$ cat config.mk
export PLATFORM = sky130hd
export DESIGN_NAME = fir4_avg_out
export DESIGN_NICKNAME = d
export VERILOG_FILES = /design/src/rtl/fir_avg_pkg.sv /design/src/rtl/fir_avg_fifo.sv /design/src/rtl/fir4_avg_out.sv
export SDC_FILE = /design/constraint.sdc
export NUM_CORES = 1
export LEC_CHECK = 0
export CORE_MARGIN = 3
export CORE_UTILIZATION = 55
export CTS_CLUSTER_DIAMETER = 150
export DETAILED_ROUTE_END_ITERATION = 6
export HOLD_SLACK_MARGIN = 0.15
export PLACE_DENSITY = 0.85
export RECOVER_POWER = 100
export SYNTH_ARGS = -nofsm -noshare
export SYNTH_HDL_FRONTEND = slang
export SYNTH_SLANG_ARGS = --single-unit
$ cat constraint.sdc
create_clock -name clk -period 3.1 [get_ports clk]
set_input_delay 0.775 -clock clk [delete_from_list [all_inputs] [get_ports clk]]
set_output_delay 0.775 -clock clk [all_outputs]
set_load 0.02 [all_outputs]
$ cat src/rtl/fir_avg_pkg.sv
// fir_avg_pkg: shared constants, pipe record and averaging helper for the FIR averaging stage
package fir_avg_pkg;

    localparam int FIR_LAT   = 2;
    localparam int TAPS      = 4;
    localparam int LOG2_TAPS = 2;
    localparam int DROP_W    = 8;

    // One stage of the qualifier pipe that tracks the FIR data path
    typedef struct packed {
        logic v;
        logic win;
    } pipe_t;

    // Divide a tap sum by TAPS, rounding half up when round is set
    function automatic logic [31:0] avg_round(input logic [31:0] sum, input logic round);
        return round ? (sum + 32'(TAPS / 2)) >> LOG2_TAPS : sum >> LOG2_TAPS;
    endfunction

endpackage

$ cat src/rtl/fir_avg_fifo.sv
// fir_avg_fifo: synchronous W x DEPTH FIFO with wrap-bit pointers
module fir_avg_fifo
    import fir_avg_pkg::*;
#(
    parameter int W     = 16,
    parameter int DEPTH = 2
) (
    input  logic         clk,
    input  logic         rst_n,
    input  logic         push,
    input  logic         pop,
    input  logic [W-1:0] wdata,
    output logic [W-1:0] rdata,
    output logic         full,
    output logic         empty
);

    localparam int AW = $clog2(DEPTH);

    logic [AW:0]  wptr;
    logic [AW:0]  rptr;
    logic [W-1:0] mem [DEPTH];
    logic         do_push;
    logic         do_pop;

    // A push into a full FIFO is taken when the head leaves in the same cycle
    always_comb begin
        full    = (wptr[AW] != rptr[AW]) && (wptr[AW-1:0] == rptr[AW-1:0]);
        empty   = wptr == rptr;
        do_push = push && (!full || pop);
        do_pop  = pop && !empty;
        rdata   = mem[rptr[AW-1:0]];
    end

    // Storage and pointers; memory is cleared so the head reads zero out of reset
    always_ff @(posedge clk or negedge rst_n) begin
        if (!rst_n) begin
            wptr <= '0;
            rptr <= '0;
            for (int i = 0; i < DEPTH; i++) mem[i] <= '0;
        end else begin
            if (do_push) begin
                mem[wptr[AW-1:0]] <= wdata;
                wptr              <= wptr + 1'b1;
            end
            if (do_pop) rptr <= rptr + 1'b1;
        end
    end

endmodule

$ cat src/rtl/fir4_avg_out.sv
// fir4_avg_out: aligns valid to the 4-tap FIR, averages the sum and streams it out through a FIFO
module fir4_avg_out
    import fir_avg_pkg::*;
#(
    parameter int W     = 16,
    parameter int DEPTH = 2,
    parameter int ROUND = 1
) (
    input  logic              clk,
    input  logic              rst_n,
    input  logic              in_valid,
    input  logic [W+1:0]      fir_sum,
    output logic [W-1:0]      m_data,
    output logic              m_valid,
    input  logic              m_ready,
    output logic              warm,
    output logic              overflow,
    input  logic              ovf_clr,
    output logic [DROP_W-1:0] drop_cnt
);

    logic [2:0]               run;
    logic [2:0]               run_next;
    logic                     win_now;
    pipe_t [FIR_LAT-1:0]      pipe;
    logic                     res_v;
    logic                     pop;
    logic                     full;
    logic                     empty;
    logic                     drop;
    logic [W-1:0]             avg;

    // Run length including the current cycle decides whether the window is all real samples
    always_comb begin
        run_next = in_valid ? ((run >= 3'(TAPS)) ? 3'(TAPS) : run + 3'd1) : 3'd0;
        win_now  = run_next >= 3'(TAPS);
        res_v    = pipe[FIR_LAT-1].v && pipe[FIR_LAT-1].win;
        warm     = pipe[FIR_LAT-1].win;
        avg      = W'(avg_round(32'(fir_sum), ROUND != 0));
        m_valid  = !empty;
        pop      = m_valid && m_ready;
        drop     = res_v && full && !pop;
    end

    // Run counter and the qualifier pipe that matches the FIR latency
    always_ff @(posedge clk or negedge rst_n) begin
        if (!rst_n) begin
            run  <= '0;
            pipe <= '0;
        end else begin
            run  <= run_next;
            pipe <= {pipe[FIR_LAT-2:0], pipe_t'{v: in_valid, win: win_now}};
        end
    end

    // Drop accounting; a drop in the same cycle as a clear restarts the count at one
    always_ff @(posedge clk or negedge rst_n) begin
        if (!rst_n) begin
            overflow <= 1'b0;
            drop_cnt <= '0;
        end else if (drop) begin
            overflow <= 1'b1;
            drop_cnt <= ovf_clr ? DROP_W'(1) : (&drop_cnt ? drop_cnt : drop_cnt + 1'b1);
        end else if (ovf_clr) begin
            overflow <= 1'b0;
            drop_cnt <= '0;
        end
    end

    fir_avg_fifo #(.W(W), .DEPTH(DEPTH)) u_fifo (
        .clk   (clk),
        .rst_n (rst_n),
        .push  (res_v),
        .pop   (pop),
        .wdata (avg),
        .rdata (m_data),
        .full  (full),
        .empty (empty)
    );

endmodule

==> flow_summary.ini, run 1 <==
[clocking]
clock_latency_ns = 0.31
cts_tree = built
clockRootBuffer = clkbuf_8
clk_pin_slew_worst_paths_ns = 0.08
numCtsBuffers = 5
cts_hold_buf = 0
cts-htree-levels = 2
cts_setup_buffers = 0
cts.sinks = 51
cts_resized = 0
cts.path.max_buffers = 2

[sta]
min_period_over_period = 0.948
finalHoldViolCount = 0
post-route-min-period_ns = 2.94
max_slew_margin = 0.167
max_freq_ghz = 0.340
finalMaxSlewViolations = 0
rsz0062_at_grt = no
worstMarginPinSlew_ns = 1.23
setup_tns_ns = 0
skew_ns = 0.00844
setup_viol = 0
worst_slack_ns = 0.161

[synth]
yosysSeqAreaShare = 0.515
synth_cell_types = 31
synthArstFlopShare = 1.00
avgSynthCellArea_um2 = 10.0
yosys.area.top_type = dfrtp_1
synth_area_um2 = 2480
synthFlopType = dfrtp_1
synth_cells = 247
synth_area_leaders = dfrtp_1, mux2_2, xnor2_1
ys_warn_count = 0
netlist.area_leader.share = 0.515
synth_edf_count = 0
synth.net_count = 274
synth-seq-cells = 51

[critical_path]
path_cells = clkbuf_1, mux2_2, clkdlybuf4s50_1
crit_required_ns = 2.32
crit_type = register to output pin
worst_r2r_path_depth = 5
reg2reg_to = u_fifo.mem[8]
rr_startpoint = u_fifo.rptr[0]
cp-start-kind = register
cp_slowest_cell = dfrtp_1
cp_max_fo = 8
worstPathArrival_ns = 2.16
endpoint_kind = output pin
slowest_delay_ns = 0.57
r2r_setup_slack_ns = 0.61

[layout]
drive_gt1_frac = 0.101
fin_nets = 325
finalNonFillerCells = 348
num_antenna_cells = 0
area_growth_pct = 26.1
fin_area_um2 = 3130
final_cell_mix = dfrtp_1, nand2_1, o21ai_0, clkdlybuf4s50_1, dlygate4sd3_1
layout_commonest_cell = dfrtp_1

[floorplanning]
die_w_um = 73.2
coreArea_um2 = 4170
die_h_um = 73.2
die-area_um2 = 5350
io_pins = 50
num_rows = 23
initial_core_util = 0.594

[place]
dpl_cell_area_um2 = 3060
post-place-ws_ns = 0.488
dp_cells = 341
place_congestion = 0.778
dpl.hpwl_um = 3690
port_buffers = 48

[global_route]
groute.usage.overall = 0.205
antenna_found_initial = 0
grt_util_met1 = 0.264
grt.overflow.total = 0
use_met2 = 0.347
grt_pass1_wl_um = 8520
busiest_layer = met2
grt_pass1_vias = 1942
grt_use_met3 = 0.0413
grt_max_degree = 52

[run_status]
status = finished clean

[min_path]
hp-class = register to register
hp-start = pipe[1]
hold_path_end = pipe[3]
whs_path_depth = 0

[route]
via_count = 1963
ant_nets = 0
drt_iter0_markers = 177
wl_um = 5060
drcViolationCount = 0
drt_pass1_iterations = 4
vias_per_cell = 5.64
wl_per_cell_um = 14.6

[job]
cap_violations = 0

[power]
vdd_drop_max_v = 0.000473
finalPower_w = 0.00242
leakagePower_nw = 1.36
power_density_nw_per_um2 = 773
-- flip-flops by register name, indices dropped and copies added, names as in the netlist --
name,flops
warm,1
overflow,1
u_fifo.wptr,2
u_fifo.mem,32
pipe,3
drop_cnt,8
u_fifo.rptr,2
run,2
-- worst max-delay path, delay by kind of cell, from the launching register on --
| kind | cells | cell delay, ns |
|---|---|---|
| mux | 1 | 0.39 |
| buf+inv | 2 | 0.90 |
| flops | 1 | 0.57 |
-- cell families (layout without fill, tap and decap cells) --
kind of cell,count (synthesis),in the layout,share of synthesized area
flops,51,51,0.515
fa+ha+maj,4,4,0.0202
buf+inv,20,71,0.0303
compound gates,50,50,0.118
mux,18,18,0.0817
simple gates,83,83,0.161
xor+xnor,21,21,0.0742
-- cell type report --
cell class,count,area (um^2)
clock buffer,6,72.6
tap,50,62.6
sequential,51,1280
fill,315,1040
multi-input combinational,176,1140
inverter,9,33.8
timing repair buffer,55,510
clock inverter,1,30.0
-- synth_stat cells, types with 3 or more instances --
library cell,n
dfrtp_1,51
o31ai_1,3
or4_1,3
xnor2_1,19
nor3_1,5
mux2_2,18
nor4_1,8
nand4_1,5
nor2_1,6
nand3_1,9
a21oi_1,5
inv_1,9
o311ai_1,3
clkbuf_1,9
nand2_1,41
o21ai_0,31
ha_1,4
-- report_power, final --
group	internal, W	switching [W]	leakage (nW)
Combinational	0.000469	0.000496	0.633
Clock	0.000237	0.000213	0.0513
Sequential	0.000869	0.000133	0.673
-- metal layers --
layer / vias up / part of all wire
met4: 0 / 0.0073
li1: 983 / -
met5: - / 0
met2: 50 / 0.50
met1: 925 / 0.45
met3: 5 / 0.046
-- per-stage QoR --
| stage | hold slack (ns) | utilization |
|---|---|---|
| floorplan | 0.331 | - |
| global placement | 0.334 | 0.734 |
| detailed placement | 0.337 | 0.734 |
| CTS | 0.357 | 0.759 |
| global route | 0.373 | 0.750 |
| finish | 0.358 | 0.750 |
-- how the worst max path moves through the flow --
| stage | slack (ns) | depth (start not counted) | to | from |
|---|---|---|---|---|
| finish | 0.16 | 3 | m_data[12] | u_fifo.rptr[0] |
| global route | 0.03 | 3 | m_valid | u_fifo.rptr[1] |
| CTS | 0.16 | 3 | m_valid | u_fifo.rptr[1] |
| detailed placement | 0.49 | 6 | u_fifo.mem[25] | fir_sum[2] |
| global placement | 0.51 | 3 | m_valid | u_fifo.rptr[1] |
| floorplan | 0.82 | 3 | m_data[10] | u_fifo.rptr[0] |
Power figures use the tool's default switching activity.
==> inputs of run 2 (changes only) <==
--- a/config.mk
+++ b/config.mk
@@ -6,11 +6,11 @@
 export NUM_CORES = 1
 export LEC_CHECK = 0
 export CORE_MARGIN = 3
-export CORE_UTILIZATION = 55
+export CORE_UTILIZATION = 50
 export CTS_CLUSTER_DIAMETER = 150
 export DETAILED_ROUTE_END_ITERATION = 6
 export HOLD_SLACK_MARGIN = 0.15
-export PLACE_DENSITY = 0.85
+export PLACE_DENSITY = 0.78
 export RECOVER_POWER = 100
 export SYNTH_ARGS = -nofsm -noshare
 export SYNTH_HDL_FRONTEND = slang
==> run 2 against run 1 <==
Clock-buffer cell count is 1 higher. Clock power decreased by 18%. Total power down 4.5%. Non-clock buffer count decreased by 1. Cell count up 4.3%. Global-route usage shrank 2.2 points. Die area up 9.2%. Clock skew fell by 0.0050 ns. Setup slack improved by 0.039 ns. Maximum frequency grew 1.3%. Design area fell by 0.32%. Combinational power fell by 2.7%. Critical path type unchanged.
==> flow_summary.ini, run 2 (synthesized netlist as in run 1, its figures left out) <==
[clocking]
numCtsBuffers = 5
cts_tree = built
cts-htree-levels = 2
cts.path.max_buffers = 2
cts_setup_buffers = 0
clockRootBuffer = clkbuf_8
cts_hold_buf = 0
clk_pin_slew_worst_paths_ns = 0.09
cts.sinks = 51
clock_latency_ns = 0.30
cts_resized = 0

[run_status]
status = finished clean

[route]
wl_um = 4980
drt_iter0_markers = 52
drt_pass1_iterations = 4
wl_per_cell_um = 13.7
via_count = 1940
vias_per_cell = 5.34
ant_nets = 0
drcViolationCount = 0

[global_route]
antenna_found_initial = 0
groute.usage.overall = 0.183
grt_max_degree = 52
grt_pass1_vias = 1923
grt_pass1_wl_um = 8720
grt.overflow.total = 0

[power]
finalPower_w = 0.00231
power.switching_w = 0.000817
power_density_nw_per_um2 = 740
p_seq_frac = 0.433
leakagePower_nw = 1.37
sw_frac_of_total = 0.354
clkPwrFrac = 0.160
pwr-share-comb = 0.407
intPower_w = 0.00149
vdd_drop_max_v = 0.000411

[sta]
setup_tns_ns = 0
min_period_over_period = 0.936
post-route-min-period_ns = 2.90
finalHoldViolCount = 0
setup_viol = 0
skew_ns = 0.00340
max_freq_ghz = 0.345
rsz0062_at_grt = no
worstMarginPinSlew_ns = 1.22
max_slew_margin = 0.185
finalMaxSlewViolations = 0

[layout]
num_antenna_cells = 0
reg_top3 = u_fifo.mem x32, drop_cnt x8, pipe x3
regMostFlops = u_fifo.mem
final_cell_mix = dfrtp_1, nand2_1, o21ai_0, dlygate4sd3_1, xnor2_1
layout_commonest_cell = dfrtp_1
area_growth_pct = 25.7
largest_reg_flops = 32
fillerInstances = 396
fin_nets = 324
drive_gt1_frac = 0.101

[floorplanning]
num_rows = 24
die_h_um = 76.4
die-area_um2 = 5840
io_pins = 50
initial_core_util = 0.543
coreArea_um2 = 4560
die_w_um = 76.4

[place]
port_buffers = 48
dpl.hpwl_um = 3550
place_congestion = 0.740

[critical_path]
cp_max_fo = 14
cp-start-kind = register
endpoint_kind = output pin
crit_required_ns = 2.32
worstPathArrival_ns = 2.13
crit_type = register to output pin

[min_path]
hp-class = register to register

[job]
cap_violations = 0
-- run 2: final cells by class --
type / count / area (um^2) / share of cell area
tap: 65 / 81.3 / 0.0261
timing repair buffer: 54 / 520 / 0.167
multi-input combinational: 176 / 1120 / 0.361
sequential: 51 / 1280 / 0.409
inverter: 9 / 33.8 / 0.0108
clock buffer: 7 / 76.3 / 0.0245
clock inverter: 1 / 5.00 / 0.00161
-- run 2: final timing paths --
kind                            slack (ns)             end  cells after the start      startpoint
worst max-delay path                  0.20      m_data[15]                      3  u_fifo.rptr[0]
worst min-delay path                  0.35         pipe[3]                      0         pipe[1]
worst max register to register        0.64     drop_cnt[5]                      5  u_fifo.rptr[0]
worst min register to register        0.35         pipe[3]                      0         pipe[1]
max in group asynchronous             1.56  u_fifo.mem[25]                      2           rst_n
min in group asynchronous             0.80          run[0]                      2           rst_n
-- run 2: metal layers --
metal  vias to the layer above  part of all wire  global-route usage
met5                         -                 0                   0
met4                         0             0.012              0.0634
met3                         4             0.034              0.0390
met2                        30              0.48               0.315
met1                       931              0.47               0.228
li1                        975                 -                   -
-- run 2: metrics by stage --
| step | area (um^2) | instances | utilization | setup WS (ns) | hold slack, ns |
|---|---|---|---|---|---|
| floorplan | 2480 | 247 | - | 0.820 | 0.331 |
| global placement | 3090 | 355 | 0.677 | 0.518 | 0.333 |
| detailed placement | 3090 | 355 | 0.677 | 0.498 | 0.335 |
| CTS | 3170 | 363 | 0.694 | 0.198 | 0.355 |
| global route | 3120 | 363 | 0.683 | 0.134 | 0.364 |
| finish | 3120 | 363 | 0.683 | 0.200 | 0.354 |
-- run 2: critical path: stages (launching register included) --
cell and delay [ns]:
dfrtp_1 0.61, buf_12 0.21, mux2_2 0.35, dlygate4sd3_1 0.66
-- run 2: power by group through the flow --
stage	Sequential, W	Clock (W)	Combinational, W
global placement	0.00100	0	0.00102
detailed placement	0.00102	0	0.00103
finish	0.00100	0.000368	0.000939
CTS	0.00100	0.000379	0.00104
global route	0.00103	0.000410	0.00103
floorplan	0.000967	0	0.000614
==> inputs of run 3 (changes only) <==
--- a/config.mk
+++ b/config.mk
@@ -5,9 +5,11 @@
 export SDC_FILE = /design/constraint.sdc
 export NUM_CORES = 1
 export LEC_CHECK = 0
+export CORE_ASPECT_RATIO = 0.7
 export CORE_MARGIN = 3
 export CORE_UTILIZATION = 50
 export CTS_CLUSTER_DIAMETER = 150
+export CTS_CLUSTER_SIZE = 24
 export DETAILED_ROUTE_END_ITERATION = 6
 export HOLD_SLACK_MARGIN = 0.15
 export PLACE_DENSITY = 0.78
==> run 3 against run 2 <==
Sequential share of layout area down 0.24 points. Clock power about the same. Critical path depth unchanged. Sequential cell count unchanged. Core utilization up 0.56 points. Critical path type unchanged. Die area up 0.23%.
==> flow_summary.ini, run 3 (synthesized netlist as in run 1, its figures left out) <==
[power]
intPower_w = 0.00149
power_density_nw_per_um2 = 739
leakagePower_nw = 1.36
clkPwrFrac = 0.160
finalPower_w = 0.00232
p_seq_frac = 0.431
sw_frac_of_total = 0.357
vdd_drop_max_v = 0.000408
pwr-share-comb = 0.409
power.switching_w = 0.000828

[floorplanning]
die-area_um2 = 5850
num_rows = 20
initial_core_util = 0.545
die_w_um = 90.2
io_pins = 50
coreArea_um2 = 4550
die_h_um = 64.9

[layout]
final_cell_mix = dfrtp_1, nand2_1, o21ai_0, dlygate4sd3_1, xnor2_1
fin_nets = 326
reg_top3 = u_fifo.mem x32, drop_cnt x8, pipe x3
ff_latch_area_um2 = 1280
multi_input_area_um2 = 1130
num_antenna_cells = 0
fillerInstances = 382
final_util = 0.689
drive_gt1_frac = 0.103
area_growth_pct = 26.5
largest_reg_flops = 32
regMostFlops = u_fifo.mem
layout_commonest_cell = dfrtp_1

[global_route]
grt_pass1_vias = 1878
grt_pass1_wl_um = 8620
grt.overflow.total = 0
groute.usage.overall = 0.182
antenna_found_initial = 0
grt_max_degree = 52

[critical_path]
worstPathArrival_ns = 2.11
cp_max_fo = 14
reg2reg_to = drop_cnt[4]
cp-start-kind = register
critPathTopFamily = buffers and inverters
worst_r2r_path_depth = 5
rr_startpoint = u_fifo.rptr[0]
path_cells = buf_12, mux2_2, dlygate4sd3_1
cp_slowest_cell = dlygate4sd3_1
crit_required_ns = 2.32
endpoint_kind = output pin
r2r_setup_slack_ns = 0.63
crit_buf_inv = 2
crit_type = register to output pin
slowest_delay_ns = 0.66

[clocking]
numCtsBuffers = 5
cts_resized = 0
cts-htree-levels = 2
clockRootBuffer = clkbuf_8
cts.sinks = 51
clock_latency_ns = 0.30
clk_pin_slew_worst_paths_ns = 0.09
cts.path.max_buffers = 2
cts_setup_buffers = 0
cts_hold_buf = 0
cts_tree = built

[min_path]
hold_path_end = pipe[3]
hp-class = register to register
whs_path_depth = 0
hp-start = pipe[1]

[sta]
max_freq_ghz = 0.347
finalHoldViolCount = 0
worst_slack_ns = 0.216
worstMarginPinSlew_ns = 1.22
skew_ns = 0.00766
post-route-min-period_ns = 2.88
min_period_over_period = 0.930
max_slew_margin = 0.184
rsz0062_at_grt = no
finalMaxSlewViolations = 0
setup_tns_ns = 0
setup_viol = 0

[route]
wl_per_cell_um = 13.5
wl_um = 4950
drcViolationCount = 0
drt_pass1_iterations = 4
via_count = 1924
ant_nets = 0
drt_iter0_markers = 102
vias_per_cell = 5.26

[place]
place_congestion = 0.808
post-place-ws_ns = 0.519
port_buffers = 48
dpl.hpwl_um = 3700

[run_status]
status = finished clean

[job]
cap_violations = 0
-- run 3: cell types whose count changed in the layout (fill, tap and decap cells not counted), sizes merged --
cell / previous run / this run
buf: 3 / 2
clkbuf: 11 / 12
clkinvlp: 0 / 2
-- run 3: area by class of cell --
| type | count | area share |
|---|---|---|
| inverter | 9 | 0.0108 |
| clock inverter | 3 | 0.00638 |
| tap | 66 | 0.0263 |
| clock buffer | 5 | 0.0219 |
| multi-input combinational | 176 | 0.361 |
| sequential | 51 | 0.407 |
| timing repair buffer | 56 | 0.167 |
-- run 3: power groups by stage --
stage	clock [W]	combinational (W)	sequential (W)
4_1_cts	0.000382	0.00105	0.00100
2_1_floorplan	0	0.000614	0.000967
3_5_place_dp	0	0.00104	0.00102
6_report	0.000370	0.000948	0.000999
3_3_place_gp	0	0.00102	0.00101
5_1_grt	0.000411	0.00105	0.00103
-- run 3: how the worst max path moves through the flow --
| stage | start | slack, ns | cells past startpoint | endpoint |
|---|---|---|---|---|
| finish | u_fifo.rptr[0] | 0.22 | 3 | m_data[15] |
| global placement | u_fifo.rptr[1] | 0.52 | 3 | m_valid |
| floorplan | u_fifo.rptr[0] | 0.82 | 3 | m_data[10] |
| CTS | u_fifo.rptr[1] | 0.19 | 3 | m_valid |
| detailed placement | m_ready | 0.52 | 4 | drop_cnt[4] |
| global route | u_fifo.rptr[0] | 0.11 | 3 | m_data[15] |
-- run 3: routing by layer --
| layer | wire (um) | vias up | global-route usage |
|---|---|---|---|
| li1 | - | 975 | - |
| met1 | 2490 | 902 | 0.258 |
| met2 | 2200 | 45 | 0.292 |
| met3 | 239 | 2 | 0.0406 |
| met4 | 16 | 0 | 0.0344 |
| met5 | 0 | - | 0 |
-- run 3: per-stage QoR --
step | instances | hold slack, ns | instance area (um^2)
3_5_place_dp | 358 | 0.336 | 3100
2_1_floorplan | 247 | 0.331 | 2480
5_1_grt | 366 | 0.361 | 3140
4_1_cts | 366 | 0.358 | 3190
6_report | 366 | 0.356 | 3140
3_3_place_gp | 358 | 0.333 | 3100
==> patch, RTL diff (settings of run 3) <==
Put one more register stage on the output `overflow`, cleared by the reset. The value now appears one clock later. The other outputs are not delayed to match.
--- a/src/rtl/fir4_avg_out.sv
+++ b/src/rtl/fir4_avg_out.sv
@@ -20,2 +20,4 @@
 );
+
+    logic overflow_s0;
 
@@ -58,9 +60,9 @@
         if (!rst_n) begin
-            overflow <= 1'b0;
+            overflow_s0 <= 1'b0;
             drop_cnt <= '0;
         end else if (drop) begin
-            overflow <= 1'b1;
+            overflow_s0 <= 1'b1;
             drop_cnt <= ovf_clr ? DROP_W'(1) : (&drop_cnt ? drop_cnt : drop_cnt + 1'b1);
         end else if (ovf_clr) begin
-            overflow <= 1'b0;
+            overflow_s0 <= 1'b0;
             drop_cnt <= '0;
@@ -80,2 +82,10 @@
 
+    always_ff @(posedge clk or negedge rst_n) begin
+        if (!rst_n) begin
+            overflow <= '0;
+        end else begin
+            overflow <= overflow_s0;
+        end
+    end
+
 endmodule
Formal check against the unedited RTL: not equivalent (Yosys sat finds a counterexample within 10 cycles, from zero or initial values and one cycle with rst_n low).
==> patch against run 3 <==
- the run now ends with max-capacitance violations left
- final area increased by 4.0%
- routed wire length increased by 13%
- power increased by 13%
- fmax grew 3.4%
- sequential power is essentially flat
- die area rose by 2.0%
- via count rose by 5.9%
- worst setup slack better by 0.095 ns
- sequential cell count grew 1
- area after synthesis rose by 2.2%
- largest power group unchanged
==> patch: results (changes against run 3) <==
Status
The flow ran to the end, but the final reports show violations. The checks that failed: max-capacitance violations.

Global route
The maximum number of pins on one net before global-route repair was 29 (-44%). The via count of the first global-routing pass was 1,933 (+2.9%). The total routing resource utilization after global routing came to 0.2033 (+0.02084). The met1 demand-to-capacity share in global routing is 0.2914 (+0.03305). The met3 demand-to-capacity share in global routing is 0.04348 (+0.002875).

Worst setup path
The reg2reg setup slack is 0.83 ns (+0.20 ns). In this run the critical register-to-register path is captured at drop_cnt[3]$_DFFE_PN0P_.

Route
The routed length on met3 came to 258 µm (+7.9%). The total routed wire length on the met1 layer came to 2793 µm (+12%).

Cells and area
The final layout net count came to 332 (+1.8%). The fill cell instance count of the final layout is 368 (-3.7%). The fraction of layout cells with a size suffix above 1 is 0.1013 (-0.002026).

Placed design
The placer congestion estimate is 0.7983 (-1.2%). The total placed instance area is 0.003161 mm² (+1.8%). The HPWL reported at the end of detailed placement is 4045 µm (+9.3%).

Synthesis
The sequential cell area fraction in the yosys report is 0.5136 (-0.001051). The number of distinct library cell variants in the gate-level netlist after synthesis is 37 (+19%). By count the netlist is led by 52 x sky130_fd_sc_hd__dfrtp_1, 38 x sky130_fd_sc_hd__nand2_1, 32 x sky130_fd_sc_hd__o21ai_0, 18 x sky130_fd_sc_hd__mux2_2, 17 x sky130_fd_sc_hd__xnor2_1. Ranked by total cell area, the synthesized netlist is headed by sky130_fd_sc_hd__dfrtp_1 51%, sky130_fd_sc_hd__mux2_2 8.0%, sky130_fd_sc_hd__o21ai_0 6.3%, sky130_fd_sc_hd__xnor2_1 5.9%, sky130_fd_sc_hd__nand2_1 5.6%. The mean instance size in the synthesized netlist is 10.05 µm² (+0.14%).

Pwr
The total leakage power is 1.426 nW (+4.5%). The worst voltage drop across the vdd grid is 430.6 µV (+5.5%).

Job
The max capacitance violation total was 1 (+1).
==> patch: cell types whose count changed in the layout (fill, tap and decap cells not counted), moves of 3 or more <==
cell                        delta
sky130_fd_sc_hd__bufinv_16     +3
sky130_fd_sc_hd__a21oi_1       +4
sky130_fd_sc_hd__nand2_1       -3
sky130_fd_sc_hd__nor4_1        -3
sky130_fd_sc_hd__or3_1         +3
==> patch: logic make-up (layout without fill, tap and decap cells) <==
group	Yosys count	in the layout	synth area share
simple gates	84	84	0.1639
compound gates	53	53	0.1195
flops	52	52	0.5136
xor+xnor	20	20	0.06914
buf+inv	20	74	0.03012
mux	19	19	0.08395
fa+ha+maj	4	4	0.01975
==> patch: where the power goes <==
part,switching (mW),internal (mW)
clock,0.224,0.403
sequential,0.119,0.883
combinational,0.509,0.470
total,0.853,1.76
==> patch: worst max-delay path, stage by stage, from the launching register on <==
cell and delay (ns):
sky130_fd_sc_hd__dfrtp_1 0.42, sky130_fd_sc_hd__xnor2_1 0.41, sky130_fd_sc_hd__nand2_1 0.18, sky130_fd_sc_hd__dlygate4sd3_1 0.69
==> patch: final cells by class <==
cell class              instances  area, µm²  share of cell area
multi-input cells             180       1160              0.3556
repair buffers                 56      521.8              0.1600
flip-flops and latches         52       1301              0.3989
clock buffers                   5      68.82             0.02110
clock inverters                 3      90.09             0.02762
well taps                      66      82.58             0.02532
inverters                      10      37.54             0.01151
==> patch: how the worst max path moves through the flow <==
stage	slack [ns]	to
2_1_floorplan	0.82	m_data[10]
3_3_place_gp	0.46	u_fifo.mem[9]$_DFFE_PN0P_
3_5_place_dp	0.39	u_fifo.mem[9]$_DFFE_PN0P_
4_1_cts	0.19	m_valid
5_1_grt	0.14	u_fifo.mem[6]$_DFFE_PN0P_
6_report	0.31	m_valid
